==> src/rtl/chip8_fetch_if.sv <==
// Fetch-unit bus: control requests, program RAM read port and decoded-opcode outputs.
interface chip8_fetch_if;
  logic        fetch;
  logic        pc_load;
  logic [11:0] pc_target;
  logic        skip;
  logic [11:0] mem_addr;
  logic        mem_rd;
  logic [7:0]  mem_data;
  logic [15:0] opcode;
  logic [11:0] opcode_pc;
  logic        opcode_valid;
  logic [11:0] pc;
  logic        busy;

  // Fetch unit side
  modport slave (
    input  fetch, pc_load, pc_target, skip, mem_data,
    output mem_addr, mem_rd, opcode, opcode_pc, opcode_valid, pc, busy
  );

  // Control unit / RAM side
  modport master (
    output fetch, pc_load, pc_target, skip, mem_data,
    input  mem_addr, mem_rd, opcode, opcode_pc, opcode_valid, pc, busy
  );
endinterface

==> src/rtl/chip8_fetch.sv <==
// CHIP-8 instruction fetch: owns the PC, reads two bytes big-endian from
// byte-wide RAM and emits a one-cycle opcode_valid pulse with the opcode.
module chip8_fetch #(
  parameter logic [11:0] RESET_PC = 12'h200
) (
  input  logic           clk,
  input  logic           rst_n,
  chip8_fetch_if.slave   bus
);

  typedef enum logic [1:0] {IDLE, RD_HI, RD_LO, WAIT_LO} state_t;

  state_t      state;
  logic [11:0] pc;
  logic [11:0] mem_addr;
  logic        mem_rd;
  logic [15:0] opcode;
  logic [11:0] opcode_pc;
  logic        opcode_valid;
  logic [7:0]  hi;
  logic [11:0] eff_pc;

  // PC after this cycle's jump/skip request; pc_load wins over skip
  always_comb begin
    eff_pc = pc;
    if (bus.pc_load)
      eff_pc = bus.pc_target;
    else if (bus.skip)
      eff_pc = pc + 12'd2;
  end

  // Fetch sequencer: all outputs registered, PC arithmetic wraps at 4096
  always_ff @(posedge clk or negedge rst_n) begin
    if (!rst_n) begin
      state        <= IDLE;
      pc           <= RESET_PC;
      mem_addr     <= '0;
      mem_rd       <= 1'b0;
      opcode       <= '0;
      opcode_pc    <= '0;
      opcode_valid <= 1'b0;
      hi           <= '0;
    end else begin
      opcode_valid <= 1'b0;
      case (state)
        IDLE: begin
          pc <= eff_pc;
          if (bus.fetch) begin
            mem_addr <= eff_pc;
            mem_rd   <= 1'b1;
            state    <= RD_HI;
          end
        end
        RD_HI: begin
          mem_addr <= pc + 12'd1;
          state    <= RD_LO;
        end
        RD_LO: begin
          hi     <= bus.mem_data;
          mem_rd <= 1'b0;
          state  <= WAIT_LO;
        end
        WAIT_LO: begin
          opcode       <= {hi, bus.mem_data};
          opcode_pc    <= pc;
          pc           <= pc + 12'd2;
          opcode_valid <= 1'b1;
          state        <= IDLE;
        end
        default: state <= IDLE;
      endcase
    end
  end

  assign bus.mem_addr     = mem_addr;
  assign bus.mem_rd       = mem_rd;
  assign bus.opcode       = opcode;
  assign bus.opcode_pc    = opcode_pc;
  assign bus.opcode_valid = opcode_valid;
  assign bus.pc           = pc;
  assign bus.busy         = (state != IDLE);

endmodule
==> src/flat_wrapper.sv <==
// flat-port wrapper written by rule: the top's interface ports become plain ports
module chip8_fetch_flat 
#(
  parameter logic [11:0] RESET_PC = 12'h200
)
  (clk, rst_n, bus_fetch, bus_pc_load, bus_pc_target, bus_skip, bus_mem_data, bus_mem_addr, bus_mem_rd, bus_opcode, bus_opcode_pc, bus_opcode_valid, bus_pc, bus_busy);
  chip8_fetch_if bus_i ();
  input  logic clk;
  input  logic rst_n;
  input wire logic [$bits(bus_i.fetch)-1:0] bus_fetch;
  input wire logic [$bits(bus_i.pc_load)-1:0] bus_pc_load;
  input wire logic [$bits(bus_i.pc_target)-1:0] bus_pc_target;
  input wire logic [$bits(bus_i.skip)-1:0] bus_skip;
  input wire logic [$bits(bus_i.mem_data)-1:0] bus_mem_data;
  output wire logic [$bits(bus_i.mem_addr)-1:0] bus_mem_addr;
  output wire logic [$bits(bus_i.mem_rd)-1:0] bus_mem_rd;
  output wire logic [$bits(bus_i.opcode)-1:0] bus_opcode;
  output wire logic [$bits(bus_i.opcode_pc)-1:0] bus_opcode_pc;
  output wire logic [$bits(bus_i.opcode_valid)-1:0] bus_opcode_valid;
  output wire logic [$bits(bus_i.pc)-1:0] bus_pc;
  output wire logic [$bits(bus_i.busy)-1:0] bus_busy;
  assign bus_i.fetch = bus_fetch;
  assign bus_i.pc_load = bus_pc_load;
  assign bus_i.pc_target = bus_pc_target;
  assign bus_i.skip = bus_skip;
  assign bus_i.mem_data = bus_mem_data;
  assign bus_mem_addr = bus_i.mem_addr;
  assign bus_mem_rd = bus_i.mem_rd;
  assign bus_opcode = bus_i.opcode;
  assign bus_opcode_pc = bus_i.opcode_pc;
  assign bus_opcode_valid = bus_i.opcode_valid;
  assign bus_pc = bus_i.pc;
  assign bus_busy = bus_i.busy;
  chip8_fetch #(.RESET_PC(RESET_PC)) u_core (.clk(clk), .rst_n(rst_n), .bus(bus_i));
endmodule
==> config.mk <==
export PLATFORM = sky130hd
export DESIGN_NAME = chip8_fetch_flat
export DESIGN_NICKNAME = d
export VERILOG_FILES = /design/src/rtl/chip8_fetch_if.sv /design/src/rtl/chip8_fetch.sv /design/src/flat_wrapper.sv
export SDC_FILE = /design/constraint.sdc
export NUM_CORES = 1
export LEC_CHECK = 0
export CAP_MARGIN = 20
export CORE_MARGIN = 4
export CORE_UTILIZATION = 54
export CTS_BUF_LIST = sky130_fd_sc_hd__clkbuf_16
export CTS_CLUSTER_DIAMETER = 50
export DETAILED_ROUTE_END_ITERATION = 12
export PLACE_DENSITY = 0.92
export SKIP_CTS_REPAIR_TIMING = 1
export SYNTH_ARGS = -nofsm -noshare
export SYNTH_HDL_FRONTEND = slang
export SYNTH_SLANG_ARGS = --single-unit
==> constraint.sdc <==
create_clock -name clk -period 3.7 [get_ports clk]
set_clock_uncertainty 0.05 [all_clocks]
set_input_delay 0.555 -clock clk [delete_from_list [all_inputs] [get_ports clk]]
set_output_delay 0.555 -clock clk [all_outputs]
set_load 0.01 [all_outputs]
==> results.json, run 1 <==
{
  "run_status": "completed",
  "synth.area.top_cells": "sky130_fd_sc_hd__dfrtp_1, sky130_fd_sc_hd__mux2_2, sky130_fd_sc_hd__o21ai_0, sky130_fd_sc_hd__nand2_1, sky130_fd_sc_hd__a21oi_1",
  "place.port_buffers": 79,
  "combinationalPowerShare_pct": 50.1,
  "netlist-cell-type-count": 54,
  "layout-area-overhead-vs-synth_pct": 30.4,
  "syn-instance-count": 351,
  "critPathArrivalTime_ps": 2650,
  "detail_route.wirelength_mm": 9.17,
  "yosys_top_cell_by_area": "sky130_fd_sc_hd__dfrtp_1",
  "path_class": "input port to flop",
  "post_synth_xor_area_fraction_pct": 1.75,
  "sequential_cell_area_mm2": 0.00160,
  "met2_length_mm": 4.25,
  "cp_num_buf_inv": 1,
  "irDropWorstVdd_mv": 0.651,
  "syn_nets": 382,
  "yosys-mux-area-fraction_pct": 14.2,
  "dr_total_vias": 3102,
  "tritoncts": "built",
  "die-width_um": 88.7,
  "critical_path.startpoint_type": "input port",
  "power.sequential.fraction_pct": 31.8,
  "synthAdderAreaFrac_pct": 2.14,
  "clock_tree.htree_level_count": 3,
  "crit_path_top_delay_cell": "sky130_fd_sc_hd__clkdlybuf4s50_1",
  "top_layer_reached_by_signal_wires": "met4",
  "crit_path_cell_trace": "clkdlybuf4s50_1, nand4_2, or4_1, a31oi_1, a221o_1",
  "ios": 80,
  "drc_errors": 0,
  "route.layer.met1.wl_mm": 3.55,
  "final-max-slew-violation-count": 0,
  "timing.max_slew.rel_slack_pct": 43.4,
  "initial_utilization_pct": 55.3,
  "drt_iter0_markers": 332,
  "timing.final.hold_violations": 0,
  "fin_nets": 445,
  "number_of_enable_type_register_cells_in_the_synthesized_netlist": 0,
  "layout.cells.non_filler": 496,
  "power_per_cell_area_mw_per_mm2": 991,
  "post_dp_hpwl_mm": 6.35,
  "p_sw_share_pct": 39.2,
  "grt_overflow_total": 0,
  "first_pass_grt_wire_length_mm": 14.8,
  "endpoint_kind": "flop",
  "clk-insertion-delay-late_ps": 330,
  "row_count": 29,
  "grt_setup_unrepaired": "no",
  "switchingPower_mw": 1.78,
  "leakagePower_nw": 1.85,
  "largest_family_of_logic_cells_by_synthesized_area": "compound AO/OA/AOI/OAI gates",
  "worstHoldPathType": "input port to async pin",
  "met3WireLength_mm": 1.11,
  "synth-seq-area-share_pct": 45.6,
  "n_fill_cell": 449,
  "detail_route.vias_per_cell": 6.25,
  "finalCritPeriodShare_pct": 65.7,
  "drt-pass1-iter-count": 5,
  "cp.required_ps": 3910,
  "wire_per_inst_um": 18.5,
  "post-route-min-period_ps": 2430,
  "drv.max_cap_violation_count": 0,
  "pin_count_of_the_biggest_net_entering_global_routing": 38,
  "max_stage_delay_ps": 760,
  "groute.usage.overall_pct": 24.8,
  "ff2ff_path_depth": 7,
  "first_global_vias": 3005,
  "totalNegativeSetupSlack_ps": 0,
  "worstMarginPinSlew_ps": 849,
  "final_common_cell": "sky130_fd_sc_hd__clkdlybuf4s50_1",
  "postSynthRegisterBits": 64,
  "regToRegEndpoint": "u_core.bus.mem_addr[8]",
  "multi_input_comb_area_mm2": 0.00173,
  "grt_antenna_before_repair": 0,
  "insertedDiodeCount": 0,
  "numPlacedInstances": 480,
  "synth_top_area_share_pct": 44.9,
  "cts_num_sinks": 64,
  "drt.antenna.violating_nets": 0,
  "post_route_cells_drive_above_1_share_pct": 15.8,
  "die_h_um": 88.7,
  "synthSimpleGateAreaFrac_pct": 15.0,
  "p_int_mw": 2.76,
  "synth_top_flop_cell": "sky130_fd_sc_hd__dfrtp_1",
  "mappedNetlistArea_mm2": 0.00351,
  "r2r-start": "u_core.state[1]",
  "critical-path-top-delay-family": "simple AND/OR/NAND/NOR gates",
  "die_area_mm2": 0.00786,
  "fmaxAchievable_mhz": 411,
  "syn_avg_cell_area_um2": 10.0,
  "postSynth.asyncResetShare_pct": 100,
  "design.core.area_mm2": 0.00635,
  "tritoncts.num_buffers": 9,
  "worst_setup_hold_path_clk_slew_ps": 60,
  "power_frac_clock_pct": 18.1,
  "yosysWarningCount": 0,
  "weighted_congestion_at_the_end_of_routability_driven_global_placement": 0.910,
  "clock-root-buffer": "sky130_fd_sc_hd__clkbuf_16",
  "ctsLongestPathBuffers": 2,
  "path_max_fanout": 13,
  "synth-compound-area-share_pct": 16.2,
  "setup_violations": 0,
  "worst_setup_slack_for_register_to_register_paths_ps": 1330,
  "most_frequent_cells_in_the_layout": "sky130_fd_sc_hd__clkdlybuf4s50_1, sky130_fd_sc_hd__dfrtp_1, sky130_fd_sc_hd__mux2_2"
}
[cell families after synthesis]
family | count (synthesis)
DFF | 64
buffers and inverters | 43
adders and majority gates | 6
muxes | 45
AOI/OAI and AO/OA | 86
and+or+nand+nor | 100
xor gates and xnor gates | 7
[state kept, by name (all words and copies together), names as in the netlist]
| name | count |
|---|---|
| u_core.state | 2 |
| u_core.bus.pc | 12 |
| u_core.bus.opcode | 16 |
| u_core.bus.opcode_valid | 1 |
| u_core.bus.opcode_pc | 12 |
| u_core.bus.mem_rd | 1 |
| u_core.bus.mem_addr | 12 |
| u_core.hi | 8 |
[cells in the mapped netlist (8+ instances only)]
cell,instances
sky130_fd_sc_hd__nand2_1,25
sky130_fd_sc_hd__nand3_1,8
sky130_fd_sc_hd__nand2b_1,10
sky130_fd_sc_hd__nor2_1,17
sky130_fd_sc_hd__mux2_2,38
sky130_fd_sc_hd__a21oi_1,18
sky130_fd_sc_hd__nor3_1,8
sky130_fd_sc_hd__o21ai_0,26
sky130_fd_sc_hd__inv_1,12
sky130_fd_sc_hd__clkbuf_1,19
sky130_fd_sc_hd__dfrtp_1,63
[power groups by stage]
stage / logic (mW) / clock network, mW / registers, mW
global route: 2.48 / 0.860 / 1.49
finish: 2.28 / 0.824 / 1.44
CTS: 2.28 / 0.832 / 1.44
detailed placement: 2.26 / 0 / 1.45
floorplan: 1.34 / 0 / 1.40
global placement: 2.20 / 0 / 1.42
[worst reg2reg max path: cells and delay by family (launching register included)]
kind / cells / cell delay, ps
muxes: 1 / 150
adders and majority gates: 1 / 680
and+or+nand+nor: 1 / 340
AOI/OAI and AO/OA: 2 / 350
DFF: 1 / 400
buffers and inverters: 2 / 330
[cell type report]
type | instances | area share (%)
clock buffer | 9 | 4.91
clock inverter | 7 | 1.39
inverter | 12 | 0.983
multi-input combinational | 244 | 37.8
sequential | 64 | 35.0
tap | 77 | 2.10
timing repair buffer | 83 | 17.8
[metal layers]
metal / global-route usage [%] / up-vias
li1: - / 1403
met5: 0 / -
met2: 39.2 / 188
met1: 30.0 / 1479
met3: 8.57 / 32
met4: 12.5 / 0
[how the worst max path moves through the flow]
stage / from / to / slack, ps / cells after the start
floorplan: u_core.state[0] / u_core.bus.mem_addr[7] / 1910 / 7
finish: bus_skip / u_core.bus.pc[10] / 1270 / 5
global route: u_core.state[1] / u_core.bus.mem_addr[8] / 1130 / 7
detailed placement: bus_skip / u_core.bus.pc[10] / 950 / 5
CTS: u_core.state[0] / bus_busy / 1260 / 4
global placement: bus_skip / u_core.bus.pc[10] / 1040 / 5
[through the flow]
| stage | utilization, % | cell area [um^2] | worst slack [ps] | hold slack [ps] | power (mW) |
|---|---|---|---|---|---|
| 5_1_grt | 72.2 | 4580 | 1130 | 375 | 4.83 |
| 4_1_cts | 72.2 | 4580 | 1260 | 310 | 4.55 |
| 3_3_place_gp | 67.6 | 4290 | 1040 | 433 | 3.61 |
| 2_1_floorplan | - | 3510 | 1910 | 209 | 2.74 |
| 3_5_place_dp | 67.6 | 4290 | 949 | 438 | 3.71 |
| 6_report | 72.2 | 4580 | 1270 | 283 | 4.54 |
No activity file was read; power rests on OpenSTA's default activity.
==> run 2: changes to the inputs <==
--- a/config.mk
+++ b/config.mk
@@ -7,11 +7,11 @@
 export LEC_CHECK = 0
 export CAP_MARGIN = 20
 export CORE_MARGIN = 4
-export CORE_UTILIZATION = 54
+export CORE_UTILIZATION = 51
 export CTS_BUF_LIST = sky130_fd_sc_hd__clkbuf_16
 export CTS_CLUSTER_DIAMETER = 50
 export DETAILED_ROUTE_END_ITERATION = 12
-export PLACE_DENSITY = 0.92
+export PLACE_DENSITY = 0.88
 export SKIP_CTS_REPAIR_TIMING = 1
 export SYNTH_ARGS = -nofsm -noshare
 export SYNTH_HDL_FRONTEND = slang
==> constraint.sdc (replaced) <==
create_clock -name clk -period 2.5 [get_ports clk]
set_clock_uncertainty 0.05 [all_clocks]
set_input_delay 0.375 -clock clk [delete_from_list [all_inputs] [get_ports clk]]
set_output_delay 0.375 -clock clk [all_outputs]
set_load 0.01 [all_outputs]
==> results.json, run 2 (synthesized netlist as in run 1, its figures left out) <==
{
  "run_status": "finished, violations left",
  "failing_checks": "DRC",
  "largest_register_ffs": 16,
  "post_dp_hpwl_mm": 6.52,
  "endpoint_kind": "output port",
  "dr_total_vias": 3219,
  "design.core.area_mm2": 0.00653,
  "finalCritPeriodShare_pct": 91.0,
  "insertedDiodeCount": 0,
  "groute.usage.overall_pct": 23.9,
  "ios": 80,
  "clk-insertion-delay-late_ps": 330,
  "path_max_fanout": 11,
  "weighted_congestion_at_the_end_of_routability_driven_global_placement": 0.881,
  "first_pass_grt_wire_length_mm": 16.0,
  "initial_utilization_pct": 53.8,
  "ff2ff_path_depth": 6,
  "wire_per_inst_um": 19.0,
  "layout-area-overhead-vs-synth_pct": 33.2,
  "dp_slack_ps": 310,
  "first_global_vias": 3216,
  "worst_setup_hold_path_clk_slew_ps": 50,
  "most_frequent_cells_in_the_layout": "sky130_fd_sc_hd__clkdlybuf4s50_1, sky130_fd_sc_hd__dfrtp_1, sky130_fd_sc_hd__mux2_2",
  "layout_setup_ws_ps": 225,
  "post-route-min-period_ps": 2270,
  "drc_errors": 1,
  "drt_iter0_markers": 328,
  "clock_tree.htree_level_count": 3,
  "power_per_cell_area_mw_per_mm2": 1470,
  "drt.antenna.violating_nets": 0,
  "worst_setup_slack_for_register_to_register_paths_ps": 360,
  "r2r-start": "u_core.state[0]",
  "worstMarginPinSlew_ps": 536,
  "utilization_pct": 71.6,
  "drt-pass1-iter-count": 10,
  "post_route_cells_drive_above_1_share_pct": 17.7,
  "grt_antenna_before_repair": 0,
  "row_count": 29,
  "path_class": "flop to output port",
  "grt_overflow_total": 0,
  "fin_nets": 458,
  "totalNegativeSetupSlack_ps": 0,
  "pin_count_of_the_biggest_net_entering_global_routing": 65,
  "detail_route.vias_per_cell": 6.35,
  "tritoncts": "built",
  "clock-root-buffer": "sky130_fd_sc_hd__clkbuf_16",
  "regToRegEndpoint": "u_core.bus.mem_addr[6]",
  "setup_violations": 0,
  "drv.max_cap_violation_count": 0,
  "ctsLongestPathBuffers": 2,
  "die_area_mm2": 0.00828,
  "final-max-slew-violation-count": 0,
  "cp.required_ps": 2080,
  "worstHoldPathType": "input port to async pin",
  "die_h_um": 91,
  "die-width_um": 91,
  "timing.max_slew.rel_slack_pct": 64.2,
  "critical_path.startpoint_type": "flop",
  "fmaxAchievable_mhz": 440,
  "tritoncts.num_buffers": 9,
  "final_common_cell": "sky130_fd_sc_hd__clkdlybuf4s50_1",
  "leakagePower_nw": 1.91,
  "cts_num_sinks": 64,
  "timing.final.hold_violations": 0,
  "grt_setup_unrepaired": "no",
  "n_fill_cell": 484,
  "critPathArrivalTime_ps": 1850,
  "irDropWorstVdd_mv": 0.832,
  "detail_route.wirelength_mm": 9.66,
  "place.port_buffers": 79,
  "largest-register": "u_core.bus.opcode"
}
[run 2: changes by cell type in the layout (fill, tap and decap cells not counted)]
cell	delta
sky130_fd_sc_hd__inv_1	-1
sky130_fd_sc_hd__buf_4	+12
sky130_fd_sc_hd__clkinv_1	+2
sky130_fd_sc_hd__clkinv_2	-2
sky130_fd_sc_hd__clkinvlp_4	-1
sky130_fd_sc_hd__buf_12	+1
[run 2: critical path, cell delays in order (launching register included)]
cell	delay (ps)
sky130_fd_sc_hd__dfrtp_1	420
sky130_fd_sc_hd__inv_1	110
sky130_fd_sc_hd__ha_1	400
sky130_fd_sc_hd__inv_1	80
sky130_fd_sc_hd__clkdlybuf4s50_1	510
[run 2: worst max-delay path by stage]
stage | from | endpoint | slack, ps | cells after the start
floorplan | u_core.state[0] | u_core.bus.mem_addr[7] | 710 | 7
global placement | bus_skip | u_core.bus.pc[10] | 340 | 5
detailed placement | bus_skip | u_core.bus.mem_addr[10] | 310 | 5
CTS | u_core.state[0] | bus_busy | 220 | 4
global route | u_core.state[0] | bus_busy | 110 | 4
finish | u_core.state[0] | bus_busy | 230 | 4
[run 2: where the power goes]
group	total (mW)	internal [mW]	leakage (nW)	switching, mW
registers	1.99	1.58	0.743	0.406
logic	3.72	1.87	1.04	1.85
clock network	1.18	0.750	0.132	0.426
[run 2: layer usage]
layer / share of wire [%] / vias to the layer above / GRT usage, %
li1: - / 1426 / -
met1: 38 / 1530 / 30.3
met2: 46 / 225 / 37.1
met3: 13 / 38 / 9.75
met4: 2.5 / 0 / 8.42
met5: 0 / - / 0
[run 2: stage by stage]
stage / total power [mW] / area, um^2 / hold WS [ps] / cells
after global routing: 7.32 / 4680 / 28.5 / 507
after global placement: 5.53 / 4400 / 362 / 493
after floorplan: 4.05 / 3510 / 29.4 / 351
final: 6.89 / 4680 / 6.56 / 507
after CTS: 6.87 / 4680 / 31.7 / 507
after detailed placement: 5.65 / 4400 / 372 / 493
[run 2: layout make-up]
cell class | count | area [um^2] | area share, %
Multi-Input combinational cell | 244 | 1730 | 37.1
Sequential cell | 64 | 1600 | 34.3
Timing Repair Buffer | 96 | 926 | 19.8
Clock buffer | 9 | 225 | 4.81
Tap cell | 77 | 96.3 | 2.06
Clock inverter | 5 | 50.0 | 1.07
Inverter | 12 | 45.0 | 0.963
==> run 3: changes to the inputs <==
--- a/config.mk
+++ b/config.mk
@@ -9,7 +9,7 @@
 export CORE_MARGIN = 4
 export CORE_UTILIZATION = 51
 export CTS_BUF_LIST = sky130_fd_sc_hd__clkbuf_16
-export CTS_CLUSTER_DIAMETER = 50
+export CTS_CLUSTER_DIAMETER = 100
 export DETAILED_ROUTE_END_ITERATION = 12
 export PLACE_DENSITY = 0.88
 export SKIP_CTS_REPAIR_TIMING = 1
==> results of run 3 <==
The final DEF is identical to that of run 2; final timing and power are the same.
